`src/rtl/cpu_program_loader_if.sv`:
```
// cpu_program_loader_if
//   Bundles the loader's host byte streams and its memory port.
//   Streams:
//     in_valid/in_ready/in_data    : host -> loader program bytes
//     out_valid/out_ready/out_data : loader -> host dump bytes
//   Memory port:
//     mem_sel, mem_addr, mem_wdata, mem_we : loader -> memory
//     mem_rdata                            : memory -> loader (1-cycle latency)
//   Modports: slave = the loader, master = host/memory side.
interface cpu_program_loader_if #(
    parameter int DATA_WIDTH    = 8,
    parameter int ADDRESS_WIDTH = 5
);
    logic                     in_valid;
    logic                     in_ready;
    logic [DATA_WIDTH-1:0]    in_data;
    logic                     out_valid;
    logic                     out_ready;
    logic [DATA_WIDTH-1:0]    out_data;
    logic                     mem_sel;
    logic [ADDRESS_WIDTH-1:0] mem_addr;
    logic [DATA_WIDTH-1:0]    mem_wdata;
    logic                     mem_we;
    logic [DATA_WIDTH-1:0]    mem_rdata;

    modport slave (
        input  in_valid, in_data, out_ready, mem_rdata,
        output in_ready, out_valid, out_data, mem_sel, mem_addr, mem_wdata, mem_we
    );

    modport master (
        output in_valid, in_data, out_ready, mem_rdata,
        input  in_ready, out_valid, out_data, mem_sel, mem_addr, mem_wdata, mem_we
    );
endinterface

```
`src/rtl/cpu_program_loader.sv`:
```
// cpu_program_loader
//   Owns the program memory while the CPU is in reset: fills it from a byte
//   stream, releases the CPU, waits for halt_signel, then reclaims the memory
//   and streams every location back out, pulsing done at the end.
//   Ports:
//     clk, n_rst   : clock, async active-low reset
//     bus          : streams + memory port (cpu_program_loader_if.slave)
//     cpu_n_rst    : registered CPU reset, active-low
//     halt_signel  : CPU halt indication
//     done         : one-cycle pulse when the dump completes
//     timeout      : sticky, watchdog expired during the last run
//   Optional feature: define LOADER_WATCHDOG_EN to build a RUN-state cycle
//   limit of WDOG_CYCLES; otherwise RUN waits for halt forever and timeout=0.
module cpu_program_loader #(
    parameter int DATA_WIDTH    = 8,
    parameter int ADDRESS_WIDTH = 5,
    parameter int WDOG_CYCLES   = 4096
) (
    input  logic                  clk,
    input  logic                  n_rst,
    cpu_program_loader_if.slave   bus,
    output logic                  cpu_n_rst,
    input  logic                  halt_signel,
    output logic                  done,
    output logic                  timeout
);
    localparam logic [ADDRESS_WIDTH-1:0] LAST_ADDR = {ADDRESS_WIDTH{1'b1}};

    typedef enum logic [2:0] {
        S_LOAD,
        S_RUN,
        S_DUMP_REQ,
        S_DUMP_CAP,
        S_DUMP_OUT,
        S_DONE
    } state_t;

    state_t                   state_q, state_d;
    logic [ADDRESS_WIDTH-1:0] addr_q, addr_d;
    logic [DATA_WIDTH-1:0]    out_data_q, out_data_d;
    logic                     cpu_n_rst_q, cpu_n_rst_d;
    logic                     run_first_q, run_first_d;  // first RUN cycle: CPU just left reset
    logic                     timeout_q, timeout_d;
    logic                     wdog_expire;

`ifdef LOADER_WATCHDOG_EN
    localparam int WDOG_W = $clog2(WDOG_CYCLES + 1);

    logic [WDOG_W-1:0] wdog_q, wdog_d;

    // Held at zero outside RUN, so it is clear on every RUN entry.
    always_comb begin
        wdog_d = '0;
        if (state_q == S_RUN) wdog_d = wdog_q + 1'b1;
    end

    // True during the WDOG_CYCLES-th RUN cycle, so RUN lasts exactly that long.
    assign wdog_expire = (state_q == S_RUN) && (wdog_q == WDOG_W'(WDOG_CYCLES - 1));

    always_ff @(posedge clk or negedge n_rst) begin
        if (!n_rst) wdog_q <= '0;
        else        wdog_q <= wdog_d;
    end

    assign timeout = timeout_q;
`else
    assign wdog_expire = 1'b0;
    assign timeout     = 1'b0;
`endif

    always_comb begin
        state_d      = state_q;
        addr_d       = addr_q;
        out_data_d   = out_data_q;
        timeout_d    = timeout_q;
        run_first_d  = 1'b0;
        bus.in_ready  = 1'b0;
        bus.mem_we    = 1'b0;
        bus.mem_sel   = 1'b1;
        bus.out_valid = 1'b0;
        done          = 1'b0;

        case (state_q)
            S_LOAD: begin
                bus.in_ready = 1'b1;
                bus.mem_we   = bus.in_valid;
                if (bus.in_valid) begin
                    addr_d = addr_q + 1'b1;  // wraps to 0 after the last word
                    if (addr_q == LAST_ADDR) begin
                        state_d     = S_RUN;
                        run_first_d = 1'b1;
                    end
                end
            end
            S_RUN: begin
                bus.mem_sel = 1'b0;
                // Halt has priority over a simultaneous watchdog expiry.
                if (!run_first_q && halt_signel) begin
                    state_d = S_DUMP_REQ;
                end else if (wdog_expire) begin
                    state_d   = S_DUMP_REQ;
                    timeout_d = 1'b1;
                end
            end
            S_DUMP_REQ: begin
                state_d = S_DUMP_CAP;
            end
            S_DUMP_CAP: begin
                out_data_d = bus.mem_rdata;  // read issued in DUMP_REQ lands now
                state_d    = S_DUMP_OUT;
            end
            S_DUMP_OUT: begin
                bus.out_valid = 1'b1;
                if (bus.out_ready) begin
                    if (addr_q == LAST_ADDR) begin
                        state_d = S_DONE;
                    end else begin
                        addr_d  = addr_q + 1'b1;
                        state_d = S_DUMP_REQ;
                    end
                end
            end
            S_DONE: begin
                done      = 1'b1;
                addr_d    = '0;
                timeout_d = 1'b0;
                state_d   = S_LOAD;
            end
            default: begin
                state_d = S_LOAD;
                addr_d  = '0;
            end
        endcase

        // Registered so the CPU reset changes on the same edge as the state.
        cpu_n_rst_d = (state_d == S_RUN);
    end

    always_ff @(posedge clk or negedge n_rst) begin
        if (!n_rst) begin
            state_q     <= S_LOAD;
            addr_q      <= '0;
            out_data_q  <= '0;
            cpu_n_rst_q <= 1'b0;
            run_first_q <= 1'b0;
            timeout_q   <= 1'b0;
        end else begin
            state_q     <= state_d;
            addr_q      <= addr_d;
            out_data_q  <= out_data_d;
            cpu_n_rst_q <= cpu_n_rst_d;
            run_first_q <= run_first_d;
            timeout_q   <= timeout_d;
        end
    end

    assign bus.mem_addr  = addr_q;
    assign bus.mem_wdata = bus.in_data;
    assign bus.out_data  = out_data_q;
    assign cpu_n_rst     = cpu_n_rst_q;

endmodule

```
`src/flat_wrapper.sv`:
```
// flat-port wrapper written by rule: the top's interface ports become plain ports
module cpu_program_loader_flat 
#(
    parameter int DATA_WIDTH    = 8,
    parameter int ADDRESS_WIDTH = 5,
    parameter int WDOG_CYCLES   = 4096
)
  (clk, n_rst, cpu_n_rst, halt_signel, done, timeout, bus_in_valid, bus_in_data, bus_out_ready, bus_mem_rdata, bus_in_ready, bus_out_valid, bus_out_data, bus_mem_sel, bus_mem_addr, bus_mem_wdata, bus_mem_we);
  cpu_program_loader_if #(.DATA_WIDTH(DATA_WIDTH), .ADDRESS_WIDTH(ADDRESS_WIDTH)) bus_i ();
  input  logic clk;
  input  logic n_rst;
  output logic cpu_n_rst;
  input  logic halt_signel;
  output logic done;
  output logic timeout;
  input wire logic [$bits(bus_i.in_valid)-1:0] bus_in_valid;
  input wire logic [$bits(bus_i.in_data)-1:0] bus_in_data;
  input wire logic [$bits(bus_i.out_ready)-1:0] bus_out_ready;
  input wire logic [$bits(bus_i.mem_rdata)-1:0] bus_mem_rdata;
  output wire logic [$bits(bus_i.in_ready)-1:0] bus_in_ready;
  output wire logic [$bits(bus_i.out_valid)-1:0] bus_out_valid;
  output wire logic [$bits(bus_i.out_data)-1:0] bus_out_data;
  output wire logic [$bits(bus_i.mem_sel)-1:0] bus_mem_sel;
  output wire logic [$bits(bus_i.mem_addr)-1:0] bus_mem_addr;
  output wire logic [$bits(bus_i.mem_wdata)-1:0] bus_mem_wdata;
  output wire logic [$bits(bus_i.mem_we)-1:0] bus_mem_we;
  assign bus_i.in_valid = bus_in_valid;
  assign bus_i.in_data = bus_in_data;
  assign bus_i.out_ready = bus_out_ready;
  assign bus_i.mem_rdata = bus_mem_rdata;
  assign bus_in_ready = bus_i.in_ready;
  assign bus_out_valid = bus_i.out_valid;
  assign bus_out_data = bus_i.out_data;
  assign bus_mem_sel = bus_i.mem_sel;
  assign bus_mem_addr = bus_i.mem_addr;
  assign bus_mem_wdata = bus_i.mem_wdata;
  assign bus_mem_we = bus_i.mem_we;
  cpu_program_loader #(.DATA_WIDTH(DATA_WIDTH), .ADDRESS_WIDTH(ADDRESS_WIDTH), .WDOG_CYCLES(WDOG_CYCLES)) u_core (.clk(clk), .n_rst(n_rst), .bus(bus_i), .cpu_n_rst(cpu_n_rst), .halt_signel(halt_signel), .done(done), .timeout(timeout));
endmodule
```
`config.mk`:
```
export PLATFORM = sky130hd
export DESIGN_NAME = cpu_program_loader_flat
export DESIGN_NICKNAME = d
export VERILOG_FILES = /design/src/rtl/cpu_program_loader_if.sv /design/src/rtl/cpu_program_loader.sv /design/src/flat_wrapper.sv
export SDC_FILE = /design/constraint.sdc
export NUM_CORES = 1
export LEC_CHECK = 0
export CORE_ASPECT_RATIO = 1.4
export CORE_MARGIN = 2
export CORE_UTILIZATION = 42
export CTS_BUF_LIST = sky130_fd_sc_hd__clkbuf_2
export DETAILED_ROUTE_END_ITERATION = 12
export PLACE_DENSITY = 0.87
export RECOVER_POWER = 100
export SLEW_MARGIN = 15
export SYNTH_ARGS = -nofsm -noshare
export SYNTH_HDL_FRONTEND = slang
export SYNTH_SLANG_ARGS = --single-unit
```
`constraint.sdc`:
```
create_clock -name clk -period 2.2 [get_ports clk]
set_input_delay 0.33 -clock clk [delete_from_list [all_inputs] [get_ports clk]]
set_output_delay 0.33 -clock clk [all_outputs]
set_load 0.02 [all_outputs]
```
# Word level (Yosys, flattened, before mapping)
# Cells that the tools add are included.
[word_totals]
reg_bits = 18
input_bits = 21
out_inout_bits = 28
word_cells = 40
[classes]
n_addsub = 1
n_eq_ne = 10
muxes = 18
n_bitwise = 1
reduce_logical = 5
[op_table]
columns = ["operator", "count"]
rows = [
  ["$mux W3", 5],
  ["$mux W5", 3],
  ["$pmux W3 S5", 1],
  ["$pmux W5 S3", 1],
  ["$mux W1", 8],
  ["$eq A3 B1 Y1 const B", 2],
  ["$eq A3 B2 Y1 const B", 2],
  ["$eq A3 B3 Y1 const B", 2],
  ["$ne A2 B2 Y1 const B", 3],
  ["$add A5 B1 Y5 const B", 1],
  ["$eq A5 B5 Y1 const B", 1],
  ["$reduce_and A4 Y1", 1],
  ["$logic_not A3 Y1", 1],
  ["$reduce_or A3 Y1", 1],
  ["$logic_and A1 B1 Y1", 1],
  ["$logic_not A1 Y1", 1],
  ["$not A1 Y1", 1],
]

# Logic depth before layout (Yosys ltp)
[depth]
word_depth = 5
mapped_depth = 6
ltp_nobuf = 6

# Worst setup path before layout
# Ideal clock, no wire load.
[synth_path]
path_type = "flip-flop to flip-flop"
start = "reg u_core.addr_q[0] (netlist: u_core.bus.mem_addr[0])"
end = "reg u_core.addr_q[3] (netlist: u_core.bus.mem_addr[3])"
setup_ns = 0.124
arrival_time_ns = 1.858
required_time_ns = 2.076
setup_slack_ns = 0.218
stages_incl_launch_ff = 7
n_path_buf = 0
period_less_slack_ns = 1.982
path_cell_list = "dfrtp_1 ha_1 and3_1 ha_1 nor2b_1 o22ai_1 a211o_1"
[synth_via]
elab_chain_cells = 4
word_cells_on_any_way = 8
cone_classes = "add/sub (1); eq/ne (2); mux (4); reduce/logical (1)"
[synth_lines]
columns = ["item", "line_no", "source"]
rows = [
  ["start, declared", "cpu_program_loader.sv:39", "logic [ADDRESS_WIDTH-1:0] addr_q, addr_d;"],
  ["start signal, assigned", "cpu_program_loader.sv:149", "addr_q <= addr_d;"],
  ["$add A5 B1 Y5", "cpu_program_loader.sv:88, cpu_program_loader.sv:118", ""],
  ["$mux W5", "cpu_program_loader.sv:115", "if (addr_q == LAST_ADDR) begin"],
  ["$mux W5", "cpu_program_loader.sv:114", "if (bus.out_ready) begin"],
  ["$pmux W5 S3", "cpu_program_loader.sv:83", "case (state_q)"],
]
# Parallel ways exist; a longest one is shown, timed or not. The select of a mux whose other input is x is not followed.
# A chain may end at the register's enable or synchronous reset.

# Final worst setup path
[layout_path]
start = "reg u_core.state_q[2]"
end = "out bus_mem_sel"
[layout_via]
elab_chain_cells = 2
[layout_lines]
columns = ["item", "line_no", "source"]
rows = [
  ["start, declared", "cpu_program_loader.sv:38", "state_t state_q, state_d;"],
  ["start signal, assigned", "cpu_program_loader.sv:148", "state_q <= state_d;"],
  ["$eq A3 B1 Y1", "-", ""],
  ["$mux W1", "cpu_program_loader.sv:83", ""],
  ["end, declared", "flat_wrapper.sv:23", "output wire logic [$bits(bus_i.mem_sel)-1:0] bus_mem_sel;"],
]
# No other way between the ends.

==> summary.md <==
| Metric | Value |
|---|---|
| Total grt overflow | `0` |
| FMAX | `494 MHz` |
| Synth warn | `0` |
| Critical path's slowest cell | `dfrtp_2` |
| Initial DRC Count | `25` |
| Most frequent cells in the layout | `dlygate4sd3_1, dfrtp_1, clkdlybuf4s50_1, mux2_1` |
| Core area | `~2400 µm²` |
| Max-slew violations | `0` |
| Final period util | `about 92%` |
| HPWL after detailed placement | `~1.7 mm` |
| CTS tree | `done` |
| Num CTS Buffers | `3` |
| Post-synth top flop | `dfrtp_1` |
| Vias/cell | `about 5.3` |
| Largest net degree at the start of global routing | `21` |
| Synthesized flop and latch total | `18` |
| Final min period | `2.02 ns` |
| EDFF count, synth | `0` |
| Clk pwr share | `between 8 and 9%` |
| R2r worst-path depth | `7` |
| Total leakage power | `about 0.6 nW` |
| Synth Net Count | `121` |
| Die X | `46.8 µm` |
| Synth area leader | `dfrtp_1` |
| Slew Limit Headroom | `about 35%` |
| Layout cell share with drive strength beyond 1 | `approximately an eighth` |
| CP Class | `reg -> out` |
| Sw Ratio | `a little over two fifths` |
| Hold Fails Final Rpt | `0` |
| # DRC | `0` |
| First-pass GRT wire length | `approximately 3.9 mm` |
| Critical path arrival | `1.69 ns` |
| Post-route ant nets | `0` |
| R2R Setup Slk | `0.18 ns` |
| Hold Path Stages | `1` |
| Seq/Total Area, Yosys | `41.9%` |
| Synth async-reset ratio | `between 90% and 100%` |
| Unique masters post-synth | `37` |
| I/O Pins | `between 40 and 50` |
| Initial antenna violation count | `0` |
| Finished Layout Cells | `159` |
| Crit path from | `u_core.state_q[2]$_DFF_PN0_` |
| Worst min-delay path category | `reg -> reg` |
| H-tree Lvls | `1` |
| Synth-to-layout area growth | `26.9%` |
| Comb pwr share | `between 50% and 60%` |
| CP Capture Type | `output port` |
| CTS Sinks | `18` |
| Worst-case hold slack | `roughly 0.50 ns` |
| Synth top area share | `between 40% and 50%` |
| Cell row count | `21` |
| DRT Pass-1 Iters | `4` |
| Hold buffer count at cts | `0` |
| Die height | `63.9 µm` |
| Clk_skew | `slightly above 0.007 ns` |
| CP max stage delay | `~0.53 ns` |
| Pwr dens | `between 1000 and 1500 nW/µm²` |
| Longest Clk Path Bufs | `2` |
| Hold EP | `u_core.bus.out_data[2]$_DFFE_PN0N_` |
| Vias in the first global route | `~870` |
| Syn avg cell area | `between 10 and 15 µm²` |
| # fillers | `around 240` |
| Crit-path max FO | `11` |
| Cells after Synth | `97` |
| RSZ-0062 raised after global routing | `no` |
| Diode count | `0` |
| Worst skew pair latency | `0.30 ns` |
| WP data required | `between 1.5 and 2 ns` |
| Outcome | `completed` |
| HP Start | `u_core.bus.out_data[2]$_DFFE_PN0N_` |
| Placed cells | `154` |
| Crit start category | `register` |
| Reg power frac | `between 30% and 40%` |
| Worst vdd ir | `between 0.5 and 0.6 mV` |
| R2R Path Start | `u_core.bus.mem_addr[1]$_DFFE_PN0P_` |
| WL/cell | `about 14 µm` |
| CTS Root Cell | `clkbuf_2` |
| Final wirelength | `~2.3 mm` |
| Crit path cell chain | `nor3b_1 -> inv_1 -> clkdlybuf4s50_1` |
| Worst Max-Slew Pin Slew | `a little under 1 ns` |
| Placer Congestion | `just over 0.8` |
| Clock Pin Slew Worst Setup and Hold Paths | `0.17 ns` |
| Total Routing Usage GR | `17.3%` |
| Vias | `842` |
| Setup_tns | `0 ns` |
| # setup viols final | `0` |
| Worst R2R End | `u_core.bus.mem_addr[1]$_DFFE_PN0P_` |
| Initial Utilization | `about 44%` |
| Die area | `2990 µm²` |
| Synth area leaders | `dfrtp_1, mux2_4, buf_4` |
| IO Port Bufs | `31` |
| Fin util | `56.4%` |
| Int Pwr | `approximately 1 mW` |
| Mapped cell area | `1070 µm²` |
| Switching Power | `roughly 0.76 mW` |
| NumNets Final | `150` |
| Max Cap Viol | `0` |
## stage by stage
stage | setup slack, ns | area (µm²) | total power, mW
floorplan | 0.218 | 1070 | 1.32
global placement | 0.122 | 1380 | 1.74
detailed placement | 0.142 | 1380 | 1.77
CTS | 0.0245 | 1400 | 1.92
global route | 0.0454 | 1360 | 1.92
finish | 0.177 | 1360 | 1.78
## synth_stat cells, types with 2 or more instances
library cell,count
nand2b_1,2
nor2b_1,3
mux2_4,8
clkbuf_1,2
o21ai_0,4
nor3b_1,3
o211ai_1,4
dfrtp_1,18
or3_1,2
mux2i_1,2
nand3b_1,4
nand2_1,4
nor2_1,2
nor4bb_1,3
buf_4,10
inv_1,3
ha_1,3
## critical path: cells and delay by family (launching register included)
| family | cells | cell delay, ns |
|---|---|---|
| simple gates | 1 | 0.26 |
| flops | 1 | 0.53 |
| buf+inv | 2 | 0.60 |
## power by group through the flow
stage | sequential [mW] | combinational (mW) | clock [mW]
6_report | 0.631 | 1.00 | 0.143
3_5_place_dp | 0.649 | 1.12 | 0
4_1_cts | 0.643 | 1.13 | 0.144
3_3_place_gp | 0.638 | 1.10 | 0
2_1_floorplan | 0.751 | 0.573 | 0
5_1_grt | 0.657 | 1.11 | 0.159
## worst max path at each step
stage	to	slack (ns)
CTS	bus_in_ready	0.02
finish	bus_mem_sel	0.18
global placement	bus_mem_we	0.12
floorplan	u_core.bus.mem_addr[3]$_DFFE_PN0P_	0.22
global route	bus_mem_sel	0.05
detailed placement	bus_mem_we	0.14
## layout make-up
cell class / instances / area, µm² / area share (%)
clock buffer: 3 / 15.0 / 1.10
sequential: 18 / 454 / 33.3
multi-input combinational: 62 / 495 / 36.3
inverter: 4 / 15.0 / 1.10
timing repair buffer: 37 / 338 / 24.8
tap: 34 / 42.5 / 3.12
clock inverter: 1 / 3.75 / 0.275
## metal layers
metal,routed length [µm],track usage [%],up-vias
li1,-,-,396
met1,924,18.8,396
met2,1130,30.4,42
met3,209,4.24,8
met4,32,7.29,0
met5,0,0,-
## timing repair
| item | CTS | global route |
|---|---|---|
| endpoints found under the setup margin | 4 | 5 |
| pin swaps | 0 | 0 |
| endpoints found under the hold margin | 0 | 0 |
| gates resized for setup | 2 | 5 |
| setup buffers | 0 | 1 |
## sequential cells by signal (all words and copies together) (netlist names)
signal / cells
u_core.bus.mem_addr: 5
u_core.bus.out_data: 8
u_core.cpu_n_rst: 1
u_core.run_first_q: 1
u_core.state_q: 3
## cells by family after synthesis
logic type / count (synthesis) / share of synthesized area, %
flip-flops: 18 / 41.9
adder cells (fa/ha/maj): 3 / 3.49
AO/OA/AOI/OAI: 15 / 9.55
XOR/XNOR: 1 / 0.815
buffers and inverters: 17 / 9.55
multiplexers: 10 / 13.0
AND/OR/NAND/NOR: 32 / 21.3
other: 1 / 0.349
Note: power is estimated with default switching activity, not from simulation.
